<file path="src/rtl/timer_sched.sv">
// timer_sched: round-robin arbiter sharing one PWM timer between two clients.
// Validates the winner's config, programs period/duty/stop, starts the timer, reports done/err.
module timer_sched #(
  parameter int DW   = 16,
  parameter int TO_W = 20
) (
  input  logic            i_clk,
  input  logic            i_rstn,
  input  logic [1:0]      i_req,
  input  logic [3*DW-1:0] i_cfg0,
  input  logic [3*DW-1:0] i_cfg1,
  input  logic            i_abort,
  output logic [1:0]      o_gnt,
  output logic [1:0]      o_done,
  output logic [1:0]      o_err,
  output logic            o_busy,
  output logic            o_we,
  output logic [1:0]      o_addr,
  output logic [DW-1:0]   o_wdata,
  output logic            o_start,
  input  logic            i_timer_end
);

  typedef enum logic [3:0] {
    S_IDLE, S_GRANT, S_CHECK, S_WR_P, S_WR_D, S_WR_S, S_START, S_WAIT, S_DONE, S_ERR
  } state_e;

  state_e          state_q, state_d;
  logic            owner_q, owner_d;
  logic            ptr_q, ptr_d;
  logic [DW-1:0]   period_q, duty_q, stop_q;
  logic [TO_W-1:0] cnt_q, cnt_d;
  logic            win;
  logic            abortable;

  logic [1:0]      gnt_q, gnt_d;
  logic [1:0]      done_q, done_d;
  logic [1:0]      err_q, err_d;
  logic            busy_q, busy_d;
  logic            we_q, we_d;
  logic [1:0]      addr_q, addr_d;
  logic [DW-1:0]   wdata_q, wdata_d;
  logic            start_q, start_d;

  // Requester 1 wins when it is the only one asking, or both ask and the pointer favours it.
  assign win = i_req[1] & (~i_req[0] | ptr_q);

  assign abortable = (state_q == S_CHECK) || (state_q == S_WR_P) || (state_q == S_WR_D) ||
                     (state_q == S_WR_S)  || (state_q == S_START) || (state_q == S_WAIT);

  always_comb begin
    state_d = state_q;
    owner_d = owner_q;
    ptr_d   = ptr_q;
    cnt_d   = cnt_q;
    unique case (state_q)
      S_IDLE: begin
        if (|i_req) begin
          state_d = S_GRANT;
          owner_d = win;
          ptr_d   = ~win;
        end
      end
      S_GRANT: state_d = S_CHECK;
      S_CHECK: begin
        if ((period_q == '0) || (duty_q > period_q)) state_d = S_ERR;
        else                                         state_d = S_WR_P;
      end
      S_WR_P:  state_d = S_WR_D;
      S_WR_D:  state_d = S_WR_S;
      S_WR_S:  state_d = S_START;
      S_START: begin
        cnt_d   = '0;
        state_d = S_WAIT;
      end
      S_WAIT: begin
        if (i_timer_end)       state_d = S_DONE;
        else if (cnt_q == '1)  state_d = S_ERR;
        else                   cnt_d   = cnt_q + 1'b1;
      end
      S_DONE:  state_d = S_IDLE;
      S_ERR:   state_d = S_IDLE;
      default: state_d = S_IDLE;
    endcase
    // Abort overrides every other exit, including a simultaneous timer end.
    if (abortable && i_abort) state_d = S_ERR;
  end

  // Outputs are decoded from the next state so they line up with the state they describe.
  always_comb begin
    gnt_d   = 2'b00;
    done_d  = 2'b00;
    err_d   = 2'b00;
    busy_d  = (state_d != S_IDLE);
    we_d    = 1'b0;
    addr_d  = 2'd0;
    wdata_d = '0;
    start_d = 1'b0;
    unique case (state_d)
      S_GRANT: gnt_d = owner_d ? 2'b10 : 2'b01;
      S_WR_P: begin
        we_d    = 1'b1;
        addr_d  = 2'd0;
        wdata_d = period_q;
      end
      S_WR_D: begin
        we_d    = 1'b1;
        addr_d  = 2'd1;
        wdata_d = duty_q;
      end
      S_WR_S: begin
        we_d    = 1'b1;
        addr_d  = 2'd2;
        wdata_d = stop_q;
      end
      S_START: start_d = 1'b1;
      S_DONE:  done_d  = owner_d ? 2'b10 : 2'b01;
      S_ERR:   err_d   = owner_d ? 2'b10 : 2'b01;
      default: ;
    endcase
  end

  always_ff @(posedge i_clk or negedge i_rstn) begin
    if (!i_rstn) begin
      state_q  <= S_IDLE;
      owner_q  <= 1'b0;
      ptr_q    <= 1'b0;
      cnt_q    <= '0;
      period_q <= '0;
      duty_q   <= '0;
      stop_q   <= '0;
    end else begin
      state_q <= state_d;
      owner_q <= owner_d;
      ptr_q   <= ptr_d;
      cnt_q   <= cnt_d;
      // Config is sampled while the grant is visible to the requester.
      if (state_q == S_GRANT) begin
        {stop_q, duty_q, period_q} <= owner_q ? i_cfg1 : i_cfg0;
      end
    end
  end

  always_ff @(posedge i_clk or negedge i_rstn) begin
    if (!i_rstn) begin
      gnt_q   <= 2'b00;
      done_q  <= 2'b00;
      err_q   <= 2'b00;
      busy_q  <= 1'b0;
      we_q    <= 1'b0;
      addr_q  <= 2'd0;
      wdata_q <= '0;
      start_q <= 1'b0;
    end else begin
      gnt_q   <= gnt_d;
      done_q  <= done_d;
      err_q   <= err_d;
      busy_q  <= busy_d;
      we_q    <= we_d;
      addr_q  <= addr_d;
      wdata_q <= wdata_d;
      start_q <= start_d;
    end
  end

  assign o_gnt   = gnt_q;
  assign o_done  = done_q;
  assign o_err   = err_q;
  assign o_busy  = busy_q;
  assign o_we    = we_q;
  assign o_addr  = addr_q;
  assign o_wdata = wdata_q;
  assign o_start = start_q;

endmodule
</file>
<file path="config.mk">
export PLATFORM = sky130hd
export DESIGN_NAME = timer_sched
export DESIGN_NICKNAME = d
export VERILOG_FILES = /design/src/rtl/timer_sched.sv
export SDC_FILE = /design/constraint.sdc
export NUM_CORES = 1
export LEC_CHECK = 0
export ABC_AREA = 0
export CELL_PAD_IN_SITES_DETAIL_PLACEMENT = 1
export CELL_PAD_IN_SITES_GLOBAL_PLACEMENT = 2
export CORE_MARGIN = 3
export CORE_UTILIZATION = 28
export DETAILED_ROUTE_END_ITERATION = 10
export PLACE_DENSITY_LB_ADDON = 0.15
export SYNTH_ARGS = -nofsm -noshare
export SYNTH_HDL_FRONTEND = slang
export SYNTH_SLANG_ARGS = --single-unit
</file>
<file path="constraint.sdc">
create_clock -name i_clk -period 2.2 [get_ports i_clk]
set_input_delay 0.44 -clock i_clk [delete_from_list [all_inputs] [get_ports i_clk]]
set_output_delay 0.44 -clock i_clk [all_outputs]
set_load 0.01 [all_outputs]
</file>
==> results_tabular.tex, run 1 <==
\begin{tabular}{lr}
\hline
Metric & Value \\
\hline
\multicolumn{2}{l}{\textbf{Run status}} \\
Outcome & finished, violations left \\
Violated checks & setup timing \\
\multicolumn{2}{l}{\textbf{Timing}} \\
Least-Margin Pin Slew & 641.8 ps \\
Final-report setup violation count & 23 \\
Share of the clock period used by the worst path & 107.0\% \\
Pins over their slew limit & 0 \\
RSZ-0062 raised after global routing & yes \\
Post-Route Skew & 7.535 ps \\
Highest Clock Rate & 425.0 MHz \\
Final critical path time including I/O delays and setup & 2353 ps \\
Worst-case headroom to the max-slew limit & 57.21\% \\
Count of endpoints failing hold in the final timing report & 0 \\
Slack of the critical path & -153.2 ps \\
\multicolumn{2}{l}{\textbf{Clock tree}} \\
Longest Clk Path Bufs & 2 \\
Num CTS Buffers & 9 \\
Clock edge transition at the registers on the reported setup and hold paths & 70 ps \\
Post-CTS Hold Buffers & 0 \\
Clock sink count & 101 \\
Clock insertion delay at the later pin of the skew report & 360 ps \\
Clock tree root buffer cell & clkbuf\_16 \\
Clock tree from TritonCTS & done \\
Depth of the CTS H-tree & 3 \\
\multicolumn{2}{l}{\textbf{Place}} \\
Placer congestion estimate & 0.7684 \\
Cell total after placement & 1,007 \\
Detailed Place HPWL & 13,300 um \\
Total of buffers placed on input and output ports & 128 \\
Post-Place Setup Slack & -481.1 ps \\
\multicolumn{2}{l}{\textbf{Synth}} \\
Most frequent cells after synthesis & 101 x dfrtp\_1, 68 x a21oi\_1, 67 x nor2\_1 \\
Leading post-synthesis cells by cell area & dfrtp\_1 46\%, mux2i\_1 12\%, a21oi\_1 6.1\%, nor2\_1 4.5\%, ha\_1 3.8\% \\
Synth top area share & 45.54\% \\
Top cell type by total area after synthesis & dfrtp\_1 \\
Area of the mapped netlist & 0.005550 mm\^{}2 \\
Cells after Synth & 565 \\
Library cell with the highest instance count after synthesis & dfrtp\_1 \\
Flip-flop cell with the highest count after synthesis & dfrtp\_1 \\
Fraction of registers with async set/reset & 100.0\% \\
Post-synth EDFFs & 0 \\
Synth warnings & 0 \\
Post-synthesis register bit count & 101 \\
Post-Synthesis Mean Instance Area & 9.824 um\^{}2 \\
Sequential-to-total area share from yosys stat & 45.54\% \\
Net count of the mapped netlist & 684 \\
Number of distinct library cell variants in the gate-level netlist after synthesis & 58 \\
\multicolumn{2}{l}{\textbf{Pwr}} \\
Flop pwr share & 28.1\% \\
Net switching power figure & 4.422 mW \\
Max VDD drop & 0.0006777 V \\
Relative contribution of the clock network to total power & 15.0\% \\
Total internal power & 6.438 mW \\
Combinational power share & 56.9\% \\
PD cells & 1283 mW/mm\^{}2 \\
Total design power & 10.86 mW \\
Switching part of the total power & 40.72\% \\
Cell leakage power & 3.703 nW \\
\multicolumn{2}{l}{\textbf{Floorplan}} \\
Core Area & 0.01908 mm\^{}2 \\
Total I/O pin count & 129 \\
Die width & 146.8 um \\
Area enclosed by the die boundary & 0.02155 mm\^{}2 \\
Height of the chip & 146.8 um \\
Cell Rows & 50 \\
Initial Utilization & 29.09\% \\
\multicolumn{2}{l}{\textbf{Drt}} \\
Total Wirelength & 18,750 um \\
Met3 wire length & 580 um \\
DRT met1 WL & 8387 um \\
Routed wire length on met2 & 9504 um \\
Detailed router's first-iteration violation count & 227 \\
Pre-antenna DRT Iters & 4 \\
Final routed wire length divided by cell count & 17.94 um \\
Uppermost layer routed & met4 \\
Routed Antenna Nets & 0 \\
Final routed DRC violation total & 0 \\
Mean number of vias per cell & 4.873 \\
Total vias in the final route & 5,092 \\
\multicolumn{2}{l}{\textbf{Min path}} \\
Path class of the lowest-slack min-delay path & in -> async \\
\multicolumn{2}{l}{\textbf{GRT}} \\
Number of global-route vias before repair & 5,591 \\
Initial antenna violation count & 0 \\
First-pass GRT wire length & 29,990 um \\
All-layer global routing usage & 17.40\% \\
Total global routing overflow & 0 \\
Largest net degree at the start of global routing & 97 \\
\multicolumn{2}{l}{\textbf{Layout}} \\
Utilization after layout & 44.36\% \\
Area growth from synthesis to final layout & 52.50\% \\
Final cell count without fillers & 1,045 \\
Antenna Cells & 0 \\
Fraction of final layout cells sized beyond drive strength 1 & 27.39\% \\
Final net count & 899 \\
\multicolumn{2}{l}{\textbf{Worst setup path}} \\
Bufs and invs on worst path & 5 \\
Cell with the largest stage delay on the worst path & dfrtp\_1 \\
Critical path's top delay family & compound AO/OA/AOI/OAI gates \\
Max Fanout on Critical Path & 5 \\
Sort of element at the start of the critical path & flip-flop \\
Internal reg-to-reg setup slack & -150 ps \\
Crit path to & o\_wdata[10] \\
Worst Path Required & 2450 ps \\
Origin of the critical flop-to-flop path & period\_q[7] \\
Crit path arrival time & 2600 ps \\
Biggest cell delay along the critical path & 380 ps \\
CP cell instances & inv\_2 > ha\_4 > buf\_6 > nand4\_1 > nor4\_2 > a21boi\_2 > buf\_4 > o311ai\_4 > a21oi\_4 > buf\_12 > buf\_8 > o21ai\_2 \\
Logic depth of the worst setup path including buffers & 12 \\
Type of destination of the critical path & flip-flop \\
Startpoint of the most critical setup path & period\_q[7] \\
Worst Reg-to-Reg Cells & 12 \\
Critical Setup Path Class & reg -> reg \\
Worst r2r dst & o\_wdata[10] \\
\multicolumn{2}{l}{\textbf{Job}} \\
Max\_cap viols & 0 \\
\hline
\end{tabular}
## registers in the layout, summed over array words and instances (netlist names)
register / cells
cnt_q: 20
duty_q: 16
o_addr: 2
o_busy: 1
o_done: 2
o_err: 2
o_gnt: 2
o_start: 1
o_wdata: 16
o_we: 1
owner_q: 1
period_q: 16
ptr_q: 1
state_q: 4
stop_q: 16
## stage by stage
step,TNS [ps],hold WS (ps),instance area (um^2)
final,-1981,100.3,8464
after global routing,-4187,133.6,8464
after CTS,-1734,122.0,8207
after detailed placement,-9850,490.1,7671
after global placement,-7033,482.2,7671
after floorplan,0,144.4,5558
## power groups by stage
stage          sequential [mW]  clock (mW)  combinational [mW]
3_3_place_gp              3.04           0                5.18
6_report                  3.05        1.63                6.18
5_1_grt                   3.15        1.77                6.80
4_1_cts                   3.06        1.67                5.94
2_1_floorplan             2.92           0                3.16
3_5_place_dp              3.07           0                5.31
## logic make-up (layout without fill, tap and decap cells)
group                    after synthesis  count (layout)  synth area share, %
AO/OA/AOI/OAI                        122             125                13.35
XOR/XNOR                               6               6               0.9468
adder cells (fa/ha/maj)               17              17                3.832
buffers and inverters                 57             274                5.478
flip-flops                           101             101                45.54
multiplexers                          65              65                11.72
AND/OR/NAND/NOR                      197             197                19.14
## area by class of cell
cell class / instances / area [um^2]
sequential: 101 / 2531
clock inverter: 6 / 65.06
clock buffer: 10 / 229.0
multi-input combinational: 410 / 3017
fill: 2160 / 10620
inverter: 24 / 90.09
tap: 260 / 325.3
timing repair buffer: 234 / 2207
## cell usage in the layout (no fill, tap or decap), types with 4 or more instances in the layout
cell type	n
nor2_1	66
buf_12	6
nand3_1	6
a21oi_4	4
ha_4	4
mux2i_1	65
or2_2	17
clkbuf_16	9
or4_4	4
o21ai_0	9
nand2_1	26
a21oi_1	63
nor4_1	5
a21oi_2	6
nand4_1	27
o31ai_1	6
buf_4	91
dfrtp_1	98
buf_6	8
inv_1	21
clkdlybuf4s50_1	127
xor2_1	6
ha_1	13
o21ai_2	16
nor3_2	5
nor3_1	5
o21ai_1	6
## layer usage
layer  GRT usage (%)  vias to the layer above
met1           23.05                     2534
met4           5.033                        0
met2           29.75                      102
met3           2.375                       15
met5               0                        -
li1                -                     2441
## repair_timing
item / 4_1_cts / 5_1_grt
setup endpoints to repair: 36 / 36
buffers inserted: 9 / 13
pin swaps: 16 / 30
endpoints found under the hold margin: 0 / 0
gates cloned: 2 / 2
gates resized for setup: 34 / 38
## how the worst min path moves through the flow
stage,end,startpoint,cells after the start
CTS,stop_q[5],i_rstn,1
detailed placement,o_gnt[0],ptr_q,1
global route,stop_q[0],i_rstn,1
floorplan,cnt_q[0],i_rstn,0
finish,stop_q[5],i_rstn,1
global placement,o_gnt[0],ptr_q,1
(Power assumes the default switching activity.)
==> run 2: changes to the inputs <==
--- a/config.mk
+++ b/config.mk
@@ -11,7 +11,9 @@
 export CORE_MARGIN = 3
 export CORE_UTILIZATION = 28
 export DETAILED_ROUTE_END_ITERATION = 10
+export HOLD_SLACK_MARGIN = 0.1
 export PLACE_DENSITY_LB_ADDON = 0.15
+export SETUP_SLACK_MARGIN = 0.4
 export SYNTH_ARGS = -nofsm -noshare
 export SYNTH_HDL_FRONTEND = slang
 export SYNTH_SLANG_ARGS = --single-unit
==> results_tabular.tex, run 2 (synthesis gave the netlist of run 1 again) <==
\begin{tabular}{lr}
\hline
Metric & Value \\
\hline
\multicolumn{2}{l}{\textbf{Layout}} \\
Fill cell total of the finished layout & 2,048 \\
Most frequent cells in the layout & 126 x clkdlybuf4s50\_1, 95 x dfrtp\_1, 65 x nor2\_1, 65 x mux2i\_1, 65 x buf\_4 \\
Largest register by flop count & cnt\_q \\
Antenna Cells & 0 \\
Utilization after layout & 45.76\% \\
Leading cell type in the layout, fill and taps excluded & clkdlybuf4s50\_1 \\
Max FFs per register & 20 \\
Final std cell area, no fill & 0.008731 mm\^{}2 \\
Area growth from synthesis to final layout & 57.30\% \\
Fraction of final layout cells sized beyond drive strength 1 & 32.81\% \\
Final net count & 880 \\
Final cell count without fillers & 1,025 \\
\multicolumn{2}{l}{\textbf{Place}} \\
Post-Place Setup Slack & -101.7 ps \\
Cell total after placement & 977 \\
Total of buffers placed on input and output ports & 128 \\
Detailed Place HPWL & 12,970 um \\
Cell area after placement & 0.007576 mm\^{}2 \\
Placer congestion estimate & 0.8106 \\
\multicolumn{2}{l}{\textbf{GRT}} \\
Number of global-route vias before repair & 5,545 \\
Total global routing overflow & 0 \\
All-layer global routing usage & 17.47\% \\
Initial antenna violation count & 0 \\
Largest net degree at the start of global routing & 49 \\
First-pass GRT wire length & 29,940 um \\
\multicolumn{2}{l}{\textbf{Drt}} \\
Total Wirelength & 19,110 um \\
Pre-antenna DRT Iters & 4 \\
Final routed DRC violation total & 0 \\
Total vias in the final route & 5,082 \\
Routed Antenna Nets & 0 \\
Mean number of vias per cell & 4.958 \\
Final routed wire length divided by cell count & 18.65 um \\
Detailed router's first-iteration violation count & 96 \\
\multicolumn{2}{l}{\textbf{Run status}} \\
Outcome & finished, violations left \\
Violated checks & setup timing \\
\multicolumn{2}{l}{\textbf{Timing}} \\
Post-Route Skew & 8.874 ps \\
Least-Margin Pin Slew & 615.5 ps \\
Count of endpoints failing hold in the final timing report & 0 \\
Share of the clock period used by the worst path & 101.2\% \\
Highest Clock Rate & 449.2 MHz \\
RSZ-0062 raised after global routing & yes \\
Slack of the critical path & -26.31 ps \\
Pins over their slew limit & 0 \\
Worst hold slack & 520.8 ps \\
Worst-case headroom to the max-slew limit & 58.87\% \\
Final sum of negative setup slack & -39.46 ps \\
Final-report setup violation count & 3 \\
Final critical path time including I/O delays and setup & 2226 ps \\
\multicolumn{2}{l}{\textbf{Floorplan}} \\
Height of the chip & 146.8 um \\
Initial Utilization & 29.09\% \\
Die width & 146.8 um \\
Total I/O pin count & 129 \\
Core Area & 0.01908 mm\^{}2 \\
Cell Rows & 50 \\
Area enclosed by the die boundary & 0.02155 mm\^{}2 \\
\multicolumn{2}{l}{\textbf{Clock tree}} \\
Longest Clk Path Bufs & 2 \\
Clock edge transition at the registers on the reported setup and hold paths & 70 ps \\
Depth of the CTS H-tree & 3 \\
Clock tree from TritonCTS & done \\
Clock insertion delay at the later pin of the skew report & 360 ps \\
Num CTS Buffers & 9 \\
Clock sink count & 101 \\
Clock tree root buffer cell & clkbuf\_16 \\
\multicolumn{2}{l}{\textbf{Worst setup path}} \\
Type of destination of the critical path & flip-flop \\
Worst Path Required & 2470 ps \\
Max Fanout on Critical Path & 10 \\
Crit path arrival time & 2500 ps \\
Sort of element at the start of the critical path & flip-flop \\
Critical Setup Path Class & reg -> reg \\
\multicolumn{2}{l}{\textbf{Pwr}} \\
Max VDD drop & 0.0004160 V \\
Total design power & 11.16 mW \\
Cell leakage power & 3.702 nW \\
PD cells & 1278 mW/mm\^{}2 \\
\multicolumn{2}{l}{\textbf{Job}} \\
Max\_cap viols & 0 \\
\multicolumn{2}{l}{\textbf{Min path}} \\
Path class of the lowest-slack min-delay path & in -> async \\
\hline
\end{tabular}
## run 2: changes by cell type in the layout (fill, tap and decap cells not counted), sizes merged
cell	before	now
clkbuf	10	15
buf	107	87
clkdlybuf4s50	127	126
dlygate4sd3	0	1
clkinv	5	0
bufinv	1	2
a21oi	73	70
bufbuf	0	1
dlymetal6s2s	0	1
## run 2: routing by layer
metal	routed length (um)	track usage, %	vias to the layer above	share of wire [%]
li1	-	-	2404	-
met1	8502	22.59	2538	44
met2	9656	29.85	118	51
met3	610	3.054	22	3.2
met4	342	5.409	0	1.8
met5	0	0	-	0
## run 2: final cells by class
cell class	count	area, um^2	share of cell area [%]
Clock inverter	2	60.06	0.6879
Multi-Input combinational cell	407	3249	37.22
Tap cell	260	325.3	3.726
Inverter	24	93.84	1.075
Clock buffer	13	240.2	2.752
Sequential cell	101	2535	29.03
Timing Repair Buffer	218	2227	25.51
## run 2: worst paths after layout
path	slack (ps)	cells after the start	end	start
hold / removal	520	2	cnt_q[11]	i_rstn
min in group i_clk	530	2	stop_q[8]	stop_q[8]
max in group asynchronous	1120	3	stop_q[12]	i_rstn
hold reg to reg	530	2	stop_q[8]	stop_q[8]
setup / recovery	-30	8	o_wdata[2]	duty_q[15]
setup reg to reg	-30	8	o_wdata[2]	duty_q[15]
## run 2: what timing repair did
action	4_1_cts	5_1_grt
gates resized for setup	77	50
gates cloned	3	2
endpoints found under the setup margin	47	94
pin swaps	59	22
hold buffers	1	0
endpoints found under the hold margin	18	0
buffers inserted	17	10
## run 2: power by group
part           switching (mW)  internal, mW  leakage [nW]
Combinational            3.35          3.09          2.33
Sequential              0.523          2.50          1.23
Clock                   0.696         0.994         0.144
Total                    4.57          6.59          3.70
## run 2: worst max-delay path, cell delays in order, from the launching register on
cell and delay [ps]:
dfrtp_1 430, ha_4 260, nand4_1 190, nor3_1 100, a2111o_1 450, o311ai_4 270, a21oi_4 120, buf_12 160
o21ai_1 150
==> run 3: changes to the inputs <==
--- a/config.mk
+++ b/config.mk
@@ -8,11 +8,11 @@
 export ABC_AREA = 0
 export CELL_PAD_IN_SITES_DETAIL_PLACEMENT = 1
 export CELL_PAD_IN_SITES_GLOBAL_PLACEMENT = 2
-export CORE_MARGIN = 3
 export CORE_UTILIZATION = 28
 export DETAILED_ROUTE_END_ITERATION = 10
 export HOLD_SLACK_MARGIN = 0.1
 export PLACE_DENSITY_LB_ADDON = 0.15
+export REMOVE_ABC_BUFFERS = 1
 export SETUP_SLACK_MARGIN = 0.4
 export SYNTH_ARGS = -nofsm -noshare
 export SYNTH_HDL_FRONTEND = slang
==> results_tabular.tex, run 3 (synthesis gave the netlist of run 1 again) <==
\begin{tabular}{lr}
\hline
Metric & Value \\
\hline
\multicolumn{2}{l}{\textbf{Timing}} \\
Share of the clock period used by the worst path & 108.4\% \\
Highest Clock Rate & 419.2 MHz \\
Count of endpoints failing hold in the final timing report & 0 \\
Least-Margin Pin Slew & 529.7 ps \\
Post-Route Skew & 10.47 ps \\
Worst-case headroom to the max-slew limit & 64.69\% \\
Pins over their slew limit & 0 \\
RSZ-0062 raised after global routing & yes \\
Worst hold slack & 509.5 ps \\
Slack of the critical path & -185.4 ps \\
Final critical path time including I/O delays and setup & 2385 ps \\
Final-report setup violation count & 24 \\
\multicolumn{2}{l}{\textbf{Drt}} \\
Total Wirelength & 17,070 um \\
Total vias in the final route & 4,969 \\
Pre-antenna DRT Iters & 4 \\
Routed Antenna Nets & 0 \\
Mean number of vias per cell & 4.760 \\
Final routed DRC violation total & 0 \\
Final routed wire length divided by cell count & 16.35 um \\
Detailed router's first-iteration violation count & 173 \\
\multicolumn{2}{l}{\textbf{Pwr}} \\
Cell leakage power & 3.698 nW \\
Total design power & 10.36 mW \\
PD cells & 1221 mW/mm\^{}2 \\
Max VDD drop & 0.0007492 V \\
\multicolumn{2}{l}{\textbf{Worst setup path}} \\
Worst Path Required & 2470 ps \\
Internal reg-to-reg setup slack & -190 ps \\
Crit path arrival time & 2660 ps \\
Max Fanout on Critical Path & 12 \\
Critical Setup Path Class & reg -> reg \\
Type of destination of the critical path & flip-flop \\
Sort of element at the start of the critical path & flip-flop \\
\multicolumn{2}{l}{\textbf{Layout}} \\
Largest register by flop count & cnt\_q \\
Final net count & 893 \\
Antenna Cells & 0 \\
Leading cell type in the layout, fill and taps excluded & clkdlybuf4s50\_1 \\
Most frequent cells in the layout & 127 x clkdlybuf4s50\_1, 99 x dfrtp\_1, 87 x buf\_4, 65 x nor2\_1, 65 x mux2i\_1 \\
Fraction of final layout cells sized beyond drive strength 1 & 26.96\% \\
Fill cell total of the finished layout & 2,151 \\
Max FFs per register & 20 \\
Area growth from synthesis to final layout & 52.89\% \\
\multicolumn{2}{l}{\textbf{Clock tree}} \\
Clock sink count & 101 \\
Depth of the CTS H-tree & 3 \\
Clock tree from TritonCTS & done \\
Longest Clk Path Bufs & 2 \\
Clock insertion delay at the later pin of the skew report & 360 ps \\
Clock edge transition at the registers on the reported setup and hold paths & 70 ps \\
Num CTS Buffers & 9 \\
Clock tree root buffer cell & clkbuf\_16 \\
\multicolumn{2}{l}{\textbf{GRT}} \\
Initial antenna violation count & 0 \\
Total global routing overflow & 0 \\
Number of global-route vias before repair & 5,317 \\
First-pass GRT wire length & 27,670 um \\
Largest net degree at the start of global routing & 97 \\
All-layer global routing usage & 17.78\% \\
\multicolumn{2}{l}{\textbf{Floorplan}} \\
Initial Utilization & 28.52\% \\
Height of the chip & 142.8 um \\
Core Area & 0.01946 mm\^{}2 \\
Die width & 142.8 um \\
Cell Rows & 51 \\
Total I/O pin count & 129 \\
Area enclosed by the die boundary & 0.02039 mm\^{}2 \\
\multicolumn{2}{l}{\textbf{Place}} \\
Detailed Place HPWL & 12,270 um \\
Placer congestion estimate & 0.7519 \\
Total of buffers placed on input and output ports & 128 \\
\multicolumn{2}{l}{\textbf{Min path}} \\
Path class of the lowest-slack min-delay path & in -> async \\
\multicolumn{2}{l}{\textbf{Run status}} \\
Outcome & finished, violations left \\
Violated checks & setup timing \\
\multicolumn{2}{l}{\textbf{Job}} \\
Max\_cap viols & 0 \\
\hline
\end{tabular}
## run 3: cell count changes in the layout (fill, tap and decap cells not counted), sizes merged
cell	before	now
inv	23	22
clkdlybuf4s50	126	127
bufinv	2	0
buf	87	102
dlymetal6s2s	1	0
clkinvlp	1	2
clkinv	0	2
clkbuf	15	14
## run 3: worst max-delay path, stage by stage, from the launching register on
cell	delay, ps
dfrtp_1	360
inv_1	50
ha_1	310
nand4_1	180
buf_4	150
nor2_2	30
a2111o_1	390
o311ai_2	230
buf_4	160
a21oi_4	60
buf_12	160
o21ai_0	200
## run 3: report_power, final
part / switching [mW] / internal [mW] / leakage (nW) / total, mW
Combinational: 2.88 / 2.87 / 2.32 / 5.76
Clock: 0.723 / 0.865 / 0.139 / 1.59
Sequential: 0.519 / 2.50 / 1.24 / 3.02
## run 3: layer usage
layer  track usage, %  wire [um]
met3            3.924        631
met2            30.80       8556
met4            4.810        219
met1            22.17       7663
met5                0          0
## run 3: metrics by stage
| step | TNS, ps | cells | util (%) | setup WS (ps) | area (um^2) |
|---|---|---|---|---|---|
| after floorplan | -269270 | 532 | - | -5558 | 5336 |
| after global placement | -2235 | 999 | 39.13 | -127.8 | 7616 |
| after detailed placement | -4478 | 999 | 39.13 | -217.3 | 7616 |
| after CTS | -1217 | 1035 | 42.71 | -115.0 | 8312 |
| after global routing | -5337 | 1044 | 43.60 | -280.3 | 8486 |
| final | -2459 | 1044 | 43.60 | -185.4 | 8486 |
## run 3: cell type report
| class | count | area, um^2 | area share, % |
|---|---|---|---|
| clock inverter | 2 | 16.27 | 0.1917 |
| timing repair buffer | 231 | 2201 | 25.94 |
| tap | 265 | 331.6 | 3.907 |
| inverter | 24 | 93.84 | 1.106 |
| multi-input combinational | 407 | 3039 | 35.82 |
| clock buffer | 14 | 274.0 | 3.229 |
| sequential | 101 | 2530 | 29.81 |
## run 3: worst paths after layout
kind	from	to	cells past startpoint
max	period_q[13]	o_wdata[0]	11
min	i_rstn	period_q[1]	2
max reg2reg	period_q[13]	o_wdata[0]	11
min reg2reg	ptr_q	o_gnt[0]	1
max in group asynchronous	i_rstn	state_q[0]	3
min in group i_clk	ptr_q	o_gnt[0]	1
## run 3: what timing repair did
item | in CTS | in global routing
buffers inserted | 17 | 9
endpoints found under the hold margin | 15 | 0
cloned | 2 | 0
gates resized for setup | 58 | 21
hold buffers | 1 | 0
endpoints found under the setup margin | 93 | 93
pin swaps | 37 | 12
